**config.mk**
```make
export PLATFORM = sky130hd
export DESIGN_NAME = riscv_str_byte_seq
export DESIGN_NICKNAME = d
export VERILOG_FILES = /design/src/rtl/riscv_str_byte_seq.sv
export SDC_FILE = /design/constraint.sdc
export NUM_CORES = 1
export LEC_CHECK = 0
export CORE_MARGIN = 10
export CORE_UTILIZATION = 52
export DETAILED_ROUTE_END_ITERATION = 10
export DONT_BUFFER_PORTS = 1
export PLACE_DENSITY = 0.76
export SETUP_SLACK_MARGIN = 0.15
export SLEW_MARGIN = 0
export SYNTH_ARGS = -nofsm -noshare
export SYNTH_HDL_FRONTEND = slang
export SYNTH_SLANG_ARGS = --single-unit
```
**constraint.sdc**
```tcl
create_clock -name clk -period 3.13 [get_ports clk]
set_clock_uncertainty 0.15 [all_clocks]
set_input_delay 0.7825 -clock clk [delete_from_list [all_inputs] [get_ports clk]]
set_output_delay 0.7825 -clock clk [all_outputs]
set_load 0.005 [all_outputs]
```
**src/rtl/riscv_str_byte_seq.sv**
```systemverilog
// Byte-serial string transform unit: applies UPPER/LOWER/LEET/ROT13 to a packed
// 4-byte ASCII word, one byte per cycle, with a ready/valid handshake to EX.

package riscv_defines;
  localparam int STR_OP_WIDTH = 3;
  localparam logic [STR_OP_WIDTH-1:0] STR_OP_UPPER = 3'd0;
  localparam logic [STR_OP_WIDTH-1:0] STR_OP_LOWER = 3'd1;
  localparam logic [STR_OP_WIDTH-1:0] STR_OP_LEET  = 3'd2;
  localparam logic [STR_OP_WIDTH-1:0] STR_OP_ROT13 = 3'd3;
endpackage

module riscv_str_byte_seq
  import riscv_defines::*;
(
  input  logic                    clk,
  input  logic                    rst,
  input  logic                    enable_i,
  input  logic [STR_OP_WIDTH-1:0] operator_i,
  input  logic [31:0]             operand_i,
  input  logic                    flush_i,
  input  logic                    ex_ready_i,
  output logic [31:0]             result_o,
  output logic                    valid_o,
  output logic                    ready_o
);

  typedef enum logic [1:0] {IDLE, BUSY, DONE} state_t;

  state_t                  r_state;
  state_t                  w_state_nxt;
  logic [1:0]              r_cnt;
  logic [31:0]             r_operand;
  logic [31:0]             r_result;
  logic [STR_OP_WIDTH-1:0] r_op;
  logic                    w_op_valid;
  logic                    w_accept;
  logic [7:0]              w_byte_in;
  logic [7:0]              w_byte_out;

  function automatic logic [7:0] f_upper(input logic [7:0] b);
    return (b >= 8'h61 && b <= 8'h7A) ? b - 8'h20 : b;
  endfunction

  function automatic logic [7:0] f_lower(input logic [7:0] b);
    return (b >= 8'h41 && b <= 8'h5A) ? b + 8'h20 : b;
  endfunction

  // Rotate by 13 within each case range: first half moves up, second half down.
  function automatic logic [7:0] f_rot13(input logic [7:0] b);
    if ((b >= 8'h41 && b <= 8'h4D) || (b >= 8'h61 && b <= 8'h6D)) return b + 8'd13;
    if ((b >= 8'h4E && b <= 8'h5A) || (b >= 8'h6E && b <= 8'h7A)) return b - 8'd13;
    return b;
  endfunction

  function automatic logic [7:0] f_leet(input logic [7:0] b);
    case (f_lower(b))
      8'h61:   return 8'h34;
      8'h65:   return 8'h33;
      8'h69:   return 8'h31;
      8'h6F:   return 8'h30;
      8'h73:   return 8'h35;
      8'h74:   return 8'h37;
      default: return b;
    endcase
  endfunction

  function automatic logic [7:0] f_xform(input logic [STR_OP_WIDTH-1:0] op,
                                         input logic [7:0] b);
    case (op)
      STR_OP_UPPER: return f_upper(b);
      STR_OP_LOWER: return f_lower(b);
      STR_OP_LEET:  return f_leet(b);
      STR_OP_ROT13: return f_rot13(b);
      default:      return b;
    endcase
  endfunction

  always_comb begin
    w_op_valid = 1'b0;
    case (operator_i)
      STR_OP_UPPER, STR_OP_LOWER, STR_OP_LEET, STR_OP_ROT13: w_op_valid = 1'b1;
      default: w_op_valid = 1'b0;
    endcase
  end

  assign w_accept   = (r_state == IDLE) && enable_i && w_op_valid;
  assign w_byte_in  = r_operand[{r_cnt, 3'b000} +: 8];
  assign w_byte_out = f_xform(r_op, w_byte_in);

  always_comb begin
    w_state_nxt = r_state;
    case (r_state)
      IDLE: if (w_accept) w_state_nxt = BUSY;
      BUSY: begin
        if (flush_i)              w_state_nxt = IDLE;
        else if (r_cnt == 2'd3)   w_state_nxt = DONE;
      end
      DONE: if (flush_i || ex_ready_i) w_state_nxt = IDLE;
      default: w_state_nxt = IDLE;
    endcase
  end

  always_ff @(posedge clk) begin
    if (rst) begin
      r_state   <= IDLE;
      r_cnt     <= 2'd0;
      r_operand <= '0;
      r_op      <= '0;
      r_result  <= '0;
    end else begin
      r_state <= w_state_nxt;
      if (w_accept) begin
        r_operand <= operand_i;
        r_op      <= operator_i;
        r_cnt     <= 2'd0;
        r_result  <= '0;
      end else if (r_state == BUSY && !flush_i) begin
        r_result[{r_cnt, 3'b000} +: 8] <= w_byte_out;
        r_cnt                          <= r_cnt + 2'd1;
      end
    end
  end

  assign ready_o  = (r_state != BUSY);
  assign valid_o  = (r_state == DONE);
  assign result_o = (r_state == DONE) ? r_result : 32'h0;

`ifndef SYNTHESIS
  always_ff @(posedge clk) begin
    if (!rst && w_accept)
      $display("[%0t] str_byte_seq accept: op=%0d operand=%08h", $time, operator_i, operand_i);
  end
`endif

endmodule

```
# ---- Word level (Yosys, flattened, before mapping)
# Index checks and enable logic that the tools add are counted.
dict set report totals {
  regBits 71
  inputBits 40
  output_inout_bits 34
  wordCells 81
}
dict set report classes {
  n_addsub 6
  magnitude_cmp 8
  n_eq_ne 19
  n_shift 3
  mux 21
  reduce_logical 19
}
# op count
set ops {}
lappend ops {{8-bit by 7-bit equality test with 1-bit output, second input constant} 6}
lappend ops {{8-bit two-way mux} 6}
lappend ops {{8-bit case mux with 6 select lines} 1}
lappend ops {{32-bit bitwise mux} 1}
lappend ops {{8-bit by 7-bit greater-or-equal comparator with 1-bit output, second input constant} 4}
lappend ops {{8-bit by 7-bit less-or-equal comparator with 1-bit output, second input constant} 4}
lappend ops {{32-bit two-way mux} 1}
lappend ops {{8-bit case mux with 4 select lines} 1}
lappend ops {{8-bit by 7-bit variable shift with 32-bit output, first input constant} 1}
lappend ops {{32-bit by 6-bit variable part select with 8-bit output} 1}
lappend ops {{8-bit by 7-bit variable part select with 32-bit output} 1}
lappend ops {{3-bit by 2-bit equality test with 1-bit output, second input constant} 4}
lappend ops {{1-bit logical AND} 9}
lappend ops {{8-bit by 4-bit adder with 8-bit output, second input constant} 1}
lappend ops {{8-bit by 6-bit adder with 8-bit output, second input constant} 1}
lappend ops {{2-bit two-way mux} 4}
lappend ops {{8-bit by 4-bit subtractor with 8-bit output, second input constant} 1}
lappend ops {{8-bit by 6-bit subtractor with 8-bit output, second input constant} 1}
lappend ops {{5-bit negation with 7-bit output} 1}
lappend ops {{3-bit by 1-bit equality test with 1-bit output, second input constant} 2}
lappend ops {{3-bit logical NOT} 2}
lappend ops {{1-bit two-way mux} 6}
lappend ops {{2-bit case mux with 3 select lines} 1}
lappend ops {{2-bit equality test, second input constant} 2}
lappend ops {{other kinds (11)} 14}

# ---- Longest topological paths before layout
dict set report logic_depth {
  ltp_word 13
  depth_mapped 14
  depth_no_buf 11
}

# ---- Least setup slack after synthesis
# No wires, ideal clock.
dict set report synth_path {
  path_type {reg-to-reg}
  startpoint {register r_cnt[0]}
  endpoint {register r_result[22]}
  setup_time_ps 60
  arrival_time_ps 2940
  required_time_ps 2920
  path_slack_ps -21
  stages_incl_launch_ff 14
  n_path_buf 3
  period_less_slack_ps 3151
  path_cell_list {dfxtp_1 -> buf_6 -> buf_6 -> mux4_2 -> buf_2 -> ha_1 -> and3_1 -> a22o_1 -> a22o_1 -> nand3_1 -> nor2_1 -> a221o_1 -> o311ai_1 -> a22o_1}
}
dict set report synth_via {
  elab_chain_cells 12
  elab_cells_between_ends 44
  cone_classes {add/sub (5); order compare (8); eq/ne (6); shift (3); mux (14); reduce/logical (8)}
}
# element line
set synth_rtl {}
lappend synth_rtl {{start: declaration} 31} ;# logic [1:0] r_cnt;
lappend synth_rtl {{start signal: assignment} 119} ;# r_cnt <= r_cnt + 2'd1;
lappend synth_rtl {{32-bit by 6-bit variable part select with 8-bit output} 87} ;# assign w_byte_in = r_operand[{r_cnt, 3'b000} +: 8];
lappend synth_rtl {{8-bit by 7-bit greater-or-equal comparator with 1-bit output, or another cell as far along} 51} ;# if ((b >= 8'h4E && b <= 8'h5A) || (b >= 8'h6E && b <= 8'h7A)) return b - 8'd13;
lappend synth_rtl {{1-bit logical AND} 51}
lappend synth_rtl {{1-bit logical OR} 51}
lappend synth_rtl {{1-bit two-way mux (2 in a row)} 51}
lappend synth_rtl {{1-bit two-way mux} 69} ;# case (op)
lappend synth_rtl {{8-bit two-way mux} 52} ;# return b;
lappend synth_rtl {{8-bit two-way mux} 51}
lappend synth_rtl {{8-bit case mux with 4 select lines} 69}
lappend synth_rtl {{8-bit by 7-bit variable part select with 32-bit output} 118} ;# r_result[{r_cnt, 3'b000} +: 8] <= w_byte_out;
lappend synth_rtl {{32-bit bitwise mux (*)} 118}
lappend synth_rtl {{end signal: indexed assignment} 118}
lappend synth_rtl {{end: declaration} 33} ;# logic [31:0] r_result;
# Mark *: on every way between the ends. The rest lies on a longest branch, timed or not. The select of a mux whose other input is x is not followed.
# A chain may end at the register's enable or synchronous reset.

# ---- Worst setup path in the final report
dict set report layout_path {
  startpoint {register r_cnt[0]}
  endpoint {register r_result[16]}
}
# Same word-level chain as after synthesis.

==> out/summary.txt <==
Sinks on the clock net: 71
Final hold vios: 0
Post-synthesis average cell area: 8.44 um2
Max VDD drop: 321 uV
Yosys top cell area share: 35.4%
Gate power share: 15.1%
Critical Path Start Type: flip-flop
Setup TNS: 0 ns
Buf/Inv on CP: 3
Fmax: 0.329 GHz
Int Power: 1330 uW
Fillcell total: 625
Clock root buffer: clkbuf_8
Row count: 31
Post-Syn Instances: 476
Relative slew slack: 51.4%
Clock transition at path regs: 0.08 ns
First-pass GRT wire length: 18400 um
Fin. max-slew vios: 0
Largest net degree at the start of global routing: 39
PortBufs: 0
Final setup viols: 0
Routed WL: 11300 um
Die Span X: 108 um
Max Root-Sink Buffers: 2
Commonest non-fill, non-tap cell in the layout: nand2_1
Post-synth ARST share: 0%
Sw Pwr: 552 uW
TritonCTS clock tree: done
Register area share after synthesis: 35.4%
Setup crit end kind: flip-flop
I/O pins: 74
Router iterations before antenna repair: 5
Clk_lat worst skew: 0.35 ns
1st-iter DRT viols: 233
Top post-synthesis cells by area: dfxtp_1, nand2_1, a21oi_1, and2_1, mux4_2
Routed Antenna Nets: 0
Cell leakage power: 0.00178 uW
Primary FF master, synth: dfxtp_1
Area Overhead vs Synth: 19.2%
DR WL/cell: 18.2 um
Cts bufs inserted: 9
Synth area leader: dfxtp_1
Routed vias: 3662
CP max stage delay: 0.59 ns
Crit path max fanout: 5
Seq pwr share: 50.0%
PD cells: 393 mW/mm2
Vias in the first global route: 3705
Post-DP HPWL: 8200 um
Crit path time final: 3.04 ns
Remaining DRCs: 0
Worst Path Arrival: 3.12 ns
# Max-Cap Violations: 0
Initial Util: 54.5%
Worst Tran Pin Value: 0.730 ns
Number of flops mapped to enable cells by yosys: 0
Core area: 0.00737 mm2
H-tree level count: 3
Final hold slack: 0.298 ns
Initial antenna violation count: 0
Yosys reg bits: 71
Share of layout cells above drive strength 1: 24.2%
Period utilisation layout: 97.1%
Cell Area, Synth: 0.00402 mm2
CP delay by family, top: multiplexers
RSZ-0062 raised after global routing: yes
Worst min path class: flip-flop to flip-flop
Synthesized Nets: 530
N_diodes: 0
Power share of the clock group: 34.9%
Worst path slowest cell: mux4_2
RePlAce Congestion: 0.931
Most frequent cells in the layout: nand2_1, dfxtp_1, buf_4
# placed instances: 589
Setup CP Type: flip-flop to flip-flop
Vert. Die Dim: 108 um
Status: complete, no violations
YS warnings: 0
Critical path, cell by cell: buf_8 > mux4_2 > nor4b_4 > a22o_1 > o21ai_2 > buf_4 > nand4_1 > buf_4 > mux2i_1 > o211ai_2 > a22o_1
Final net count: 570
Total grt overflow: 0
Post-DR vias/cell: 5.91
Finished Layout Cells: 620
GRT Total Usage: 19.2%
Net Sw Frac: 29.3%
Die ar.: 0.0116 mm2
Synth unique cells: 66
CP required: 3.21 ns
## final cells by class
| cell class | count | area [um2] | share of cell area (%) |
|---|---|---|---|
| Inverter | 16 | 60.1 | 1.25 |
| Clock buffer | 9 | 124 | 2.59 |
| Clock inverter | 7 | 47.5 | 0.993 |
| Tap cell | 99 | 124 | 2.59 |
| Timing Repair Buffer | 59 | 482 | 10.1 |
| Multi-Input combinational cell | 359 | 2520 | 52.7 |
| Sequential cell | 71 | 1430 | 29.8 |
## cell families after synthesis
family | after synthesis | share of synthesized area (%)
AO/OA/AOI/OAI | 129 | 22.7
AND/OR/NAND/NOR | 198 | 25.3
multiplexers | 15 | 6.54
XOR/XNOR | 2 | 0.436
adder cells (fa/ha/maj) | 14 | 4.36
buffers and inverters | 47 | 5.33
flip-flops | 71 | 35.4
## final timing paths
kind,endpoint,from,cells past startpoint,slack (ns)
setup / recovery,r_result[16],r_cnt[0],11,0.09
hold / removal,r_result[2],r_result[2],2,0.30
setup reg to reg,r_result[16],r_cnt[0],11,0.09
hold reg to reg,r_result[2],r_result[2],2,0.30
## state kept, by name (all words and copies together), names as in the netlist
name       cells
r_op           3
r_cnt          2
r_result      32
r_state        2
r_operand     32
## power by group through the flow
stage | sequential (uW) | clock [uW] | combinational [uW]
2_1_floorplan | 955 | 0 | 185
3_3_place_gp | 961 | 0 | 244
3_5_place_dp | 962 | 0 | 248
4_1_cts | 940 | 674 | 265
5_1_grt | 944 | 710 | 309
6_report | 942 | 656 | 284
## layer usage
layer	routed length, um	vias up	global-route usage (%)	part of all wire, %
li1	-	1763	-	-
met3	818	33	5.27	7.2
met4	335	0	8.02	3.0
met5	0	-	0	0
met1	4860	1712	23.7	43
met2	5270	154	30.8	47
## per-stage QoR
step / instance area, um2 / setup WS [ns] / power, uW / utilization (%)
global route: 4790 / -0.0565 / 1960 / 65.0
finish: 4790 / 0.0919 / 1880 / 65.0
global placement: 4370 / -0.0535 / 1210 / 59.3
floorplan: 4060 / 0.154 / 1140 / -
CTS: 4680 / 0.128 / 1880 / 63.6
detailed placement: 4370 / -0.0776 / 1210 / 59.3
## worst reg2reg max path: stages, from the launching register on
cell and delay [ns]:
dfxtp_4 0.41, buf_8 0.14, mux4_2 0.59, nor4b_4 0.33, a22o_1 0.23, o21ai_2 0.09
buf_4 0.13, nand4_1 0.13, buf_4 0.14, mux2i_1 0.20, o211ai_2 0.16, a22o_1 0.25
## cell usage after synthesis (7+ instances only)
cell type  instances
clkbuf_1          17
inv_1             15
o21ai_1           12
nor2_1            25
nand2b_1           7
dfxtp_1           71
ha_1              14
nand2_1           94
o21ai_0           10
a22o_1            22
and2_1            34
a21oi_1           46
mux4_2             9
## repair_timing
| action | in CTS | in global routing |
|---|---|---|
| hold buffers | 0 | 0 |
| pin swaps | 10 | 22 |
| setup endpoints to repair | 32 | 32 |
| setup buffers | 12 | 2 |
| gates resized for setup | 10 | 19 |
| cloned | 1 | 0 |
(Power assumes the default switching activity.)
